[src/rtl/line_filter_pipe.sv]
// line_filter_pipe: streaming RGB-to-luma converter with a per-line horizontal filter.
//
// Each accepted pixel is converted to luma Y and shifted into a five-tap window. The window
// replicates pixel 0 on the left and pixel N-1 on the right. Exactly one filtered pixel
// leaves per input pixel, with start/end-of-line markers.
//
// Ports:
//   clk_i, rst_i            clock, synchronous active-high reset
//   clk_en_i                qualifies every state update
//   enable_i                low: clears all state exactly like rst_i
//   mode_i[2:0]             filter select, latched on each accepted SOL pixel
//   in_valid_i/in_ready_o   input handshake (accept = valid & ready & clk_en)
//   in_sol_i, in_eol_i      input line markers
//   r_i, g_i, b_i           input pixel
//   out_valid_o             one-cycle pulse per output pixel (clk_en-high cycles only)
//   out_sol_o, out_eol_o    output line markers, aligned with out_valid_o
//   r_o, g_o, b_o           output pixel
//   line_err_o              sticky: SOL in mid-line, or line overrun
module line_filter_pipe #(
    parameter int unsigned DATA_W   = 8,
    parameter int unsigned LINE_LEN = 640,
    parameter int unsigned CNT_W    = 10
) (
    input  logic              clk_i,
    input  logic              rst_i,
    input  logic              clk_en_i,
    input  logic              enable_i,
    input  logic [2:0]        mode_i,
    input  logic              in_valid_i,
    output logic              in_ready_o,
    input  logic              in_sol_i,
    input  logic              in_eol_i,
    input  logic [DATA_W-1:0] r_i,
    input  logic [DATA_W-1:0] g_i,
    input  logic [DATA_W-1:0] b_i,
    output logic              out_valid_o,
    output logic              out_sol_o,
    output logic              out_eol_o,
    output logic [DATA_W-1:0] r_o,
    output logic [DATA_W-1:0] g_o,
    output logic [DATA_W-1:0] b_o,
    output logic              line_err_o
);

    localparam int unsigned LumaW = DATA_W + 13;
    localparam int unsigned S4W   = DATA_W + 1;
    localparam int unsigned S5W   = DATA_W + 2;
    localparam int unsigned S6W   = DATA_W + 4;
    localparam int unsigned PixW  = 3 * DATA_W;

    typedef enum logic [1:0] {StIdle, StActive, StFlush1, StFlush2} state_e;

    state_e            state_q;
    logic              ready_q;
    logic [CNT_W-1:0]  cnt_q;
    logic [2:0]        mode_q;
    logic              err_q;
    logic              out_valid_q, out_sol_q, out_eol_q;
    logic [DATA_W-1:0] r_q, g_q, b_q;

    // ysh[0] is the newest Y; after the event for pixel j+2, ysh[4..0] = Y(j-2..j+2).
    logic [DATA_W-1:0] ysh_q [5];
    logic [DATA_W-1:0] ysh_d [5];
    // RGB delay line; entry 2 is the centre pixel for the pass-through/invert modes.
    logic [PixW-1:0]   psh_q [3];
    logic [PixW-1:0]   psh_d [3];

    logic [LumaW-1:0]  luma_sum;
    logic [DATA_W-1:0] y_in;
    logic [PixW-1:0]   pix_in;
    logic              accept, sol_acc, px_acc, flush, emit, forced, eol_eff;

    logic [DATA_W-1:0] ym2, ym1, yc, yp1, yp2;
    logic [S4W-1:0]    s4;
    logic [S5W-1:0]    s5;
    logic [S6W-1:0]    s6;
    logic [S4W-1:0]    d7;
    logic [DATA_W-1:0] f_r, f_g, f_b;

    // ---------------------------------------------------------------- input side
    always_comb begin
        luma_sum = LumaW'(1052) * LumaW'(r_i) + LumaW'(2064) * LumaW'(g_i)
                 + LumaW'(401) * LumaW'(b_i);
        y_in     = DATA_W'(luma_sum >> 12);
        pix_in   = {r_i, g_i, b_i};

        accept  = in_valid_i & ready_q & clk_en_i;
        sol_acc = accept & in_sol_i;
        px_acc  = accept & ~in_sol_i & (state_q == StActive);
        flush   = clk_en_i & ((state_q == StFlush1) | (state_q == StFlush2));

        // The last pixel the counter allows ends the line even without in_eol_i.
        forced  = sol_acc ? (LINE_LEN == 1) : (cnt_q == CNT_W'(LINE_LEN - 1));
        eol_eff = in_eol_i | forced;

        // Event index equals cnt_q; output j = event - 2. FLUSH2 always carries j = N-1.
        emit = ((px_acc | (flush & (state_q == StFlush1))) & (cnt_q >= CNT_W'(2)))
             | (flush & (state_q == StFlush2));
    end

    // ---------------------------------------------------------------- window update
    always_comb begin
        ysh_d = ysh_q;
        psh_d = psh_q;
        if (sol_acc) begin
            // Seeding the whole window with pixel 0 gives left-edge replication.
            for (int i = 0; i < 5; i++) ysh_d[i] = y_in;
            for (int i = 0; i < 3; i++) psh_d[i] = pix_in;
        end else if (px_acc || flush) begin
            for (int i = 4; i > 0; i--) ysh_d[i] = ysh_q[i-1];
            for (int i = 2; i > 0; i--) psh_d[i] = psh_q[i-1];
            // Flush cycles re-insert the newest entry: right-edge replication.
            ysh_d[0] = px_acc ? y_in : ysh_q[0];
            psh_d[0] = px_acc ? pix_in : psh_q[0];
        end
    end

    // ---------------------------------------------------------------- filter
    always_comb begin
        ym2 = ysh_d[4];
        ym1 = ysh_d[3];
        yc  = ysh_d[2];
        yp1 = ysh_d[1];
        yp2 = ysh_d[0];

        s4 = S4W'(yc) + S4W'(yp1);
        s5 = S5W'(ym1) + (S5W'(yc) << 1) + S5W'(yp1);
        s6 = S6W'(ym2) + (S6W'(ym1) << 2) + (S6W'(yc) << 2) + (S6W'(yc) << 1)
           + (S6W'(yp1) << 2) + S6W'(yp2);
        d7 = (yp1 >= ym1) ? (S4W'(yp1) - S4W'(ym1)) : (S4W'(ym1) - S4W'(yp1));

        {f_r, f_g, f_b} = psh_d[2];
        case (mode_q)
            3'd0: {f_r, f_g, f_b} = psh_d[2];
            3'd1: {f_r, f_g, f_b} = ~psh_d[2];
            3'd2: {f_r, f_g, f_b} = {3{yc}};
            3'd3: {f_r, f_g, f_b} = {3{~yc}};
            3'd4: {f_r, f_g, f_b} = {3{DATA_W'(s4 >> 1)}};
            3'd5: {f_r, f_g, f_b} = {3{DATA_W'(s5 >> 2)}};
            3'd6: {f_r, f_g, f_b} = {3{DATA_W'(s6 >> 4)}};
            3'd7: {f_r, f_g, f_b} = {3{d7[DATA_W] ? {DATA_W{1'b1}} : d7[DATA_W-1:0]}};
            default: {f_r, f_g, f_b} = psh_d[2];
        endcase
    end

    // ---------------------------------------------------------------- state
    always_ff @(posedge clk_i) begin
        if (rst_i || !enable_i) begin
            state_q     <= StIdle;
            ready_q     <= 1'b0;
            cnt_q       <= '0;
            mode_q      <= '0;
            err_q       <= 1'b0;
            out_valid_q <= 1'b0;
            out_sol_q   <= 1'b0;
            out_eol_q   <= 1'b0;
            r_q         <= '0;
            g_q         <= '0;
            b_q         <= '0;
            for (int i = 0; i < 5; i++) ysh_q[i] <= '0;
            for (int i = 0; i < 3; i++) psh_q[i] <= '0;
        end else if (clk_en_i) begin
            ysh_q       <= ysh_d;
            psh_q       <= psh_d;
            out_valid_q <= emit;
            if (emit) begin
                r_q       <= f_r;
                g_q       <= f_g;
                b_q       <= f_b;
                out_sol_q <= (cnt_q == CNT_W'(2));
                out_eol_q <= (state_q == StFlush2);
            end

            ready_q <= 1'b1;
            if (sol_acc) begin
                // A SOL mid-line abandons the old line's pending outputs.
                if (state_q == StActive) err_q <= 1'b1;
                mode_q <= mode_i;
                cnt_q  <= CNT_W'(1);
                if (eol_eff) begin
                    state_q <= StFlush1;
                    ready_q <= 1'b0;
                    if (!in_eol_i) err_q <= 1'b1;
                end else begin
                    state_q <= StActive;
                end
            end else begin
                unique case (state_q)
                    StIdle: ;  // non-SOL pixels are accepted and dropped
                    StActive: begin
                        if (px_acc) begin
                            cnt_q <= cnt_q + CNT_W'(1);
                            if (eol_eff) begin
                                state_q <= StFlush1;
                                ready_q <= 1'b0;
                                if (!in_eol_i) err_q <= 1'b1;
                            end
                        end
                    end
                    StFlush1: begin
                        cnt_q   <= cnt_q + CNT_W'(1);
                        state_q <= StFlush2;
                        ready_q <= 1'b0;
                    end
                    StFlush2: begin
                        cnt_q   <= '0;
                        state_q <= StIdle;
                    end
                endcase
            end
        end
    end

    // Registered results are presented only on clk_en-high cycles, so each is one pulse.
    always_comb begin
        in_ready_o  = ready_q;
        out_valid_o = out_valid_q & clk_en_i;
        out_sol_o   = out_sol_q & out_valid_o;
        out_eol_o   = out_eol_q & out_valid_o;
        r_o         = r_q;
        g_o         = g_q;
        b_o         = b_q;
        line_err_o  = err_q;
    end

endmodule
[config.mk]
export PLATFORM = sky130hd
export DESIGN_NAME = line_filter_pipe
export DESIGN_NICKNAME = d
export VERILOG_FILES = /design/src/rtl/line_filter_pipe.sv
export SDC_FILE = /design/constraint.sdc
export NUM_CORES = 1
export LEC_CHECK = 0
export ABC_CLOCK_PERIOD_IN_PS = 32600
export CAP_MARGIN = 5
export CORE_ASPECT_RATIO = 2
export CORE_MARGIN = 2
export CORE_UTILIZATION = 45
export DETAILED_ROUTE_END_ITERATION = 12
export HOLD_SLACK_MARGIN = 0.02
export PLACE_DENSITY = 0.64
export SLEW_MARGIN = 20
export SYNTH_ARGS = -nofsm -noshare
export SYNTH_HDL_FRONTEND = slang
export SYNTH_SLANG_ARGS = --single-unit
export TNS_END_PERCENT = 100
[constraint.sdc]
create_clock -name clk_i -period 32.6 [get_ports clk_i]
set_input_delay 6.52 -clock clk_i [delete_from_list [all_inputs] [get_ports clk_i]]
set_output_delay 6.52 -clock clk_i [all_outputs]
set_load 0.02 [all_outputs]
[Yosys cells after proc, flatten, opt, wreduce, memory -nomap -nowiden]
Cells that the tools add are included.
Word-level totals
  register bits after elaboration: 156
  latch bits: 0
  memory bits (writable): 0
  bits in read-only memories: 0
  output and inout port bits: 29
  logic and storage cells: 119
  memories kept: 0
Cells by class
  add/subtract/negate cells: 13
  multipliers: 3
  divide/modulo/power cells: 0
  magnitude comparators: 2
  eq/ne operators: 15
  shift-type cells: 0
  muxes and demuxes: 32
  bitwise logic cells: 19
  reduce and logical (&&, ||, !) cells: 16
Operators with widths (number)
  $pmux W8 S8: 3
  $mux W72: 2
  $mux W40: 2
  $mul A9 B8 Y17 const A: 2
  $pmux W10 S3: 1
  $mux W24: 1
  $not A24 Y24: 1
  $add A19 B20 Y20: 1
  $add A20 B17 Y20: 1
  $mux W10: 2
  $sub A8 B8 Y9: 2
  $mul A8 B8 Y16 const A: 1
  $mux W8: 2
  $add A11 B10 Y12: 1
  $add A12 B10 Y12: 1
  $add A12 B8 Y12: 1
  $add A12 B9 Y12: 1
  $and A1 B1 Y1: 12
  $eq A3 B3 Y1 const B: 4
  $mux W1: 12
  $add A8 B10 Y11: 1
  $add A10 B1 Y10 const B: 1
  $add A10 B8 Y10: 1
  $add A8 B9 Y10: 1
  27 further kinds: 43

[Longest topological paths before layout]
  word-level depth: 13
  mapped depth: 45
  gate-level depth less buffers: 45

[Worst setup path after synthesis]
Ideal clock, no wire load.
  kind: in2reg
  start: in r_i[2]
  end: reg b_q[5], in the netlist b_o[5]
  setup time: 141 ps
  arrival time: 16519 ps
  path slack: 15939 ps
  stages on the path: 42
  cell sequence: inv_1 fa_1 inv_1 ha_1 ha_1 ha_1 a21o_1 a21oi_1 o21bai_1 a21oi_1 o21bai_1 a21oi_1 xnor2_1 ha_1 fa_1 fa_1 inv_1 fa_1 [6 not listed] or4_1 a31oi_1 inv_1 fa_1 fa_1 inv_1 fa_1 inv_1 ha_1 clkbuf_1 a211oi_1 o21bai_1 a21oi_1 xor2_1 nor2_1 or4_1 a2111oi_2 a211oi_1
RTL lines
  start: declaration: line 33  | input logic [DATA_W-1:0] r_i,
  end signal: assignment: line 159  | b_q <= '0;
  end signal: assignment: line 169  | b_q <= f_b;
  end: declaration: line 59  | logic [DATA_W-1:0] r_q, g_q, b_q;

==> results.yml <==
outcome:
  status: "finished, final reports clean"
final_layout:
  multi_input_comb_area_um2: 9100
  final_cell_mix: "nand2_1 (286), inv_1 (177), dfxtp_1 (156), ha_1 (134), nor2_1 (130)"
  drive_above_1_share: 0.0535
  layout.cells.non_filler: 2060
  final_common_cell: "nand2_1"
  fin_nets: 1932
  synthToLayoutAreaGrowth_pct: 11.4
  regArea_um2: 3120
  post-route-util: 0.508
  antenna_cells: 0
  fill_cells: 2821
  postLayoutCellArea_um2: 14700
sta:
  grt_setup_unrepaired: "false"
  slew_viol_final: 0
  setup_violations: 0
  fin_tns_setup_ns: 0
  skew_ns: 0.0164
  worst_pin_slew_ns: 1.05
  relSlewSlack: 0.295
  fmax_mhz: 55.6
  min_period_ns: 17.99
  hold_viol: 0
  setup_ws_ns: 14.61
  period_share: 0.552
floorplan:
  die-area_um2: 30700
  die_h_um: 246
  core_area_um2: 28800
  pin_count: 63
  rows: 88
  die_x_um: 125
  initial_core_util: 0.456
cts:
  cts_tree: "built"
  clkSinkCount: 156
  cts_resized: 0
  cts-root-buf: "clkbuf_16"
  numCtsBuffers: 17
  htree_levels: 4
  cts_setup_buffers: 0
  cts.reportedPaths.clkPinSlew_ns: 0.07
  clockBufferDepth: 2
  cts.hold.buffers_added: 0
  clk_latency_ns: 0.44
yosys:
  synth_compound_area_frac: 0.193
  synth_xor_area_frac: 0.0286
  synthSimpleGateAreaFrac: 0.206
  syn_area_per_cell_um2: 7.88
  synth_area_leaders: "dfxtp_1 (24%), ha_1 (13%), fa_1 (12%)"
  ys_warn_count: 0
  synth_top_cell_by_area: "dfxtp_1"
  synth_cell_types: 86
  synthFlopType: "dfxtp_1"
  synth_top_family_by_area: "adder cells"
  syn_area_um2: 13200
  synth_edf_count: 0
  ys_seq_area_frac: 0.237
  synthMuxAreaShare: 0.0163
  yosys.area_share.adder: 0.245
  syn-num-nets: 1916
  synth_top_cell_area_share: 0.237
  ys_ff_latch: 156
  synth_cells: 1671
  async_flop_share: 0
place:
  io_buffer_count: 62
  dpl_cell_area_um2: 14100
  hpwl_um: 33600
  gp_congestion: 1.05
  place_inst: 2028
  place_ws_ns: 14.25
power:
  p_leak_uw: 0.00642
  powerDensity_nw_per_um2: 64.5
  peakVddDrop_uv: 59.5
grt:
  grt_first_pass_wirelength_um: 66800
  antenna_found_initial: 0
  grt_max_degree: 71
  grt_pass1_vias: 12100
  grt_use_total: 0.283
  grt-ovfl-total: 0
routing:
  first_iter_violations: 848
  drc: 0
  ant_nets: 0
  wl_um: 43200
  wl_per_cell_um: 21.0
  via_per_inst: 5.85
  vias: 12100
  dr.pass1.iters: 5
setup_path:
  cp.required_ns: 32.90
  cp.arrival_ns: 18.29
  crit_slowest_cell: "clkdlybuf4s50_1"
  critical_path.top_delay_family: "adder cells"
  path_max_fanout: 10
  worst_path_largest_cell_delay_ns: 0.61
  crit_top_cell: "fa_1"
  path_class: "primary input to register"
  end_kind: "register"
  critPathBufInv: 7
  startpoint_type: "primary input"
job:
  cap_violations: 0
worst_hold_path:
  hp-class: "register to register"
## registers in the layout (all words and copies together), names as in the netlist
name and flops:
b_o 8, cnt_q 10, out_valid_q 1, state_q 2, out_eol_q 1, psh_q 72
in_ready_o 1, r_o 8, mode_q 3, g_o 8, out_sol_q 1, ysh_q 40
line_err_o 1
## kinds of logic (layout without fill, tap and decap cells)
group,count (synthesis),count (layout)
simple gates,601,601
compound gates,383,383
buf+inv,256,285
fa+ha+maj,211,211
flops,156,156
xor+xnor,43,43
mux,21,21
## worst paths after layout
path                                start                     end  slack (ns)  cells after the start
hold reg to reg    psh_q[53]$_SDFFE_PP0P_  psh_q[53]$_SDFFE_PP0P_        0.46                      2
hold / removal     psh_q[53]$_SDFFE_PP0P_  psh_q[53]$_SDFFE_PP0P_        0.46                      2
setup / recovery                   r_i[2]     b_o[5]$_SDFFE_PP0P_       14.61                     42
setup reg to reg  state_q[0]$_SDFFE_PP0P_     b_o[5]$_SDFFE_PP0P_       25.49                     22
## power by group
part | leakage [uW] | total [uW] | switching, uW | internal (uW)
combinational | 0.00487 | 547 | 338 | 209
clock | 0.000295 | 206 | 88.9 | 117
sequential | 0.00126 | 193 | 1.05 | 192
## worst reg2reg max path, cell delays in order, from the launching register on
cell and delay (ns):
dfxtp_1 0.43, and4b_1 0.29, o21a_2 0.53, buf_4 0.67, nand2_1 0.14, a31oi_1 0.25
inv_1 0.22, fa_1 0.59, inv_1 0.07, fa_1 0.50, fa_1 0.49, nand3b_1 0.12
a211o_4 0.18, inv_1 0.08, fa_1 0.43, a211oi_1 0.32, o21bai_1 0.14, a21oi_1 0.25
xor2_1 0.18, nor2_1 0.06, or4_1 0.42, a2111oi_2 0.49, a211oi_1 0.13
## area by class of cell
class | count | area share
inverter | 178 | 0.0456
tap | 360 | 0.0307
clock buffer | 20 | 0.0305
clock inverter | 12 | 0.0105
sequential | 156 | 0.213
multi-input combinational | 1259 | 0.621
timing repair buffer | 75 | 0.0490
## routing by layer
metal / wire length [um] / part of all wire / global-route usage
met1: 14900 / 0.35 / 0.277
met2: 22000 / 0.51 / 0.511
met3: 1560 / 0.036 / 0.0342
met4: 4690 / 0.11 / 0.263
met5: 0 / 0 / 0
## synth_stat cells (14+ instances only)
library cell  instances
mux2i_1              18
and2_1               26
a211oi_1             15
ha_1                134
nor2_1              130
fa_1                 77
nor3_1               20
o21ai_0              70
buf_1                14
nand2_1             286
a21o_1               16
xor2_1               17
dfxtp_1             156
xnor2_1              26
a31oi_1              36
and3_1               14
a21oi_1             108
nand2b_1             16
inv_1               177
nand3_1              42
clkbuf_1             56
## metrics by stage
stage	hold slack, ns	power, uW
final	0.456	946
after floorplan	0.437	622
after global placement	0.441	731
after detailed placement	0.448	739
after global routing	0.475	1030
after CTS	0.458	948
(Power assumes the default switching activity.)
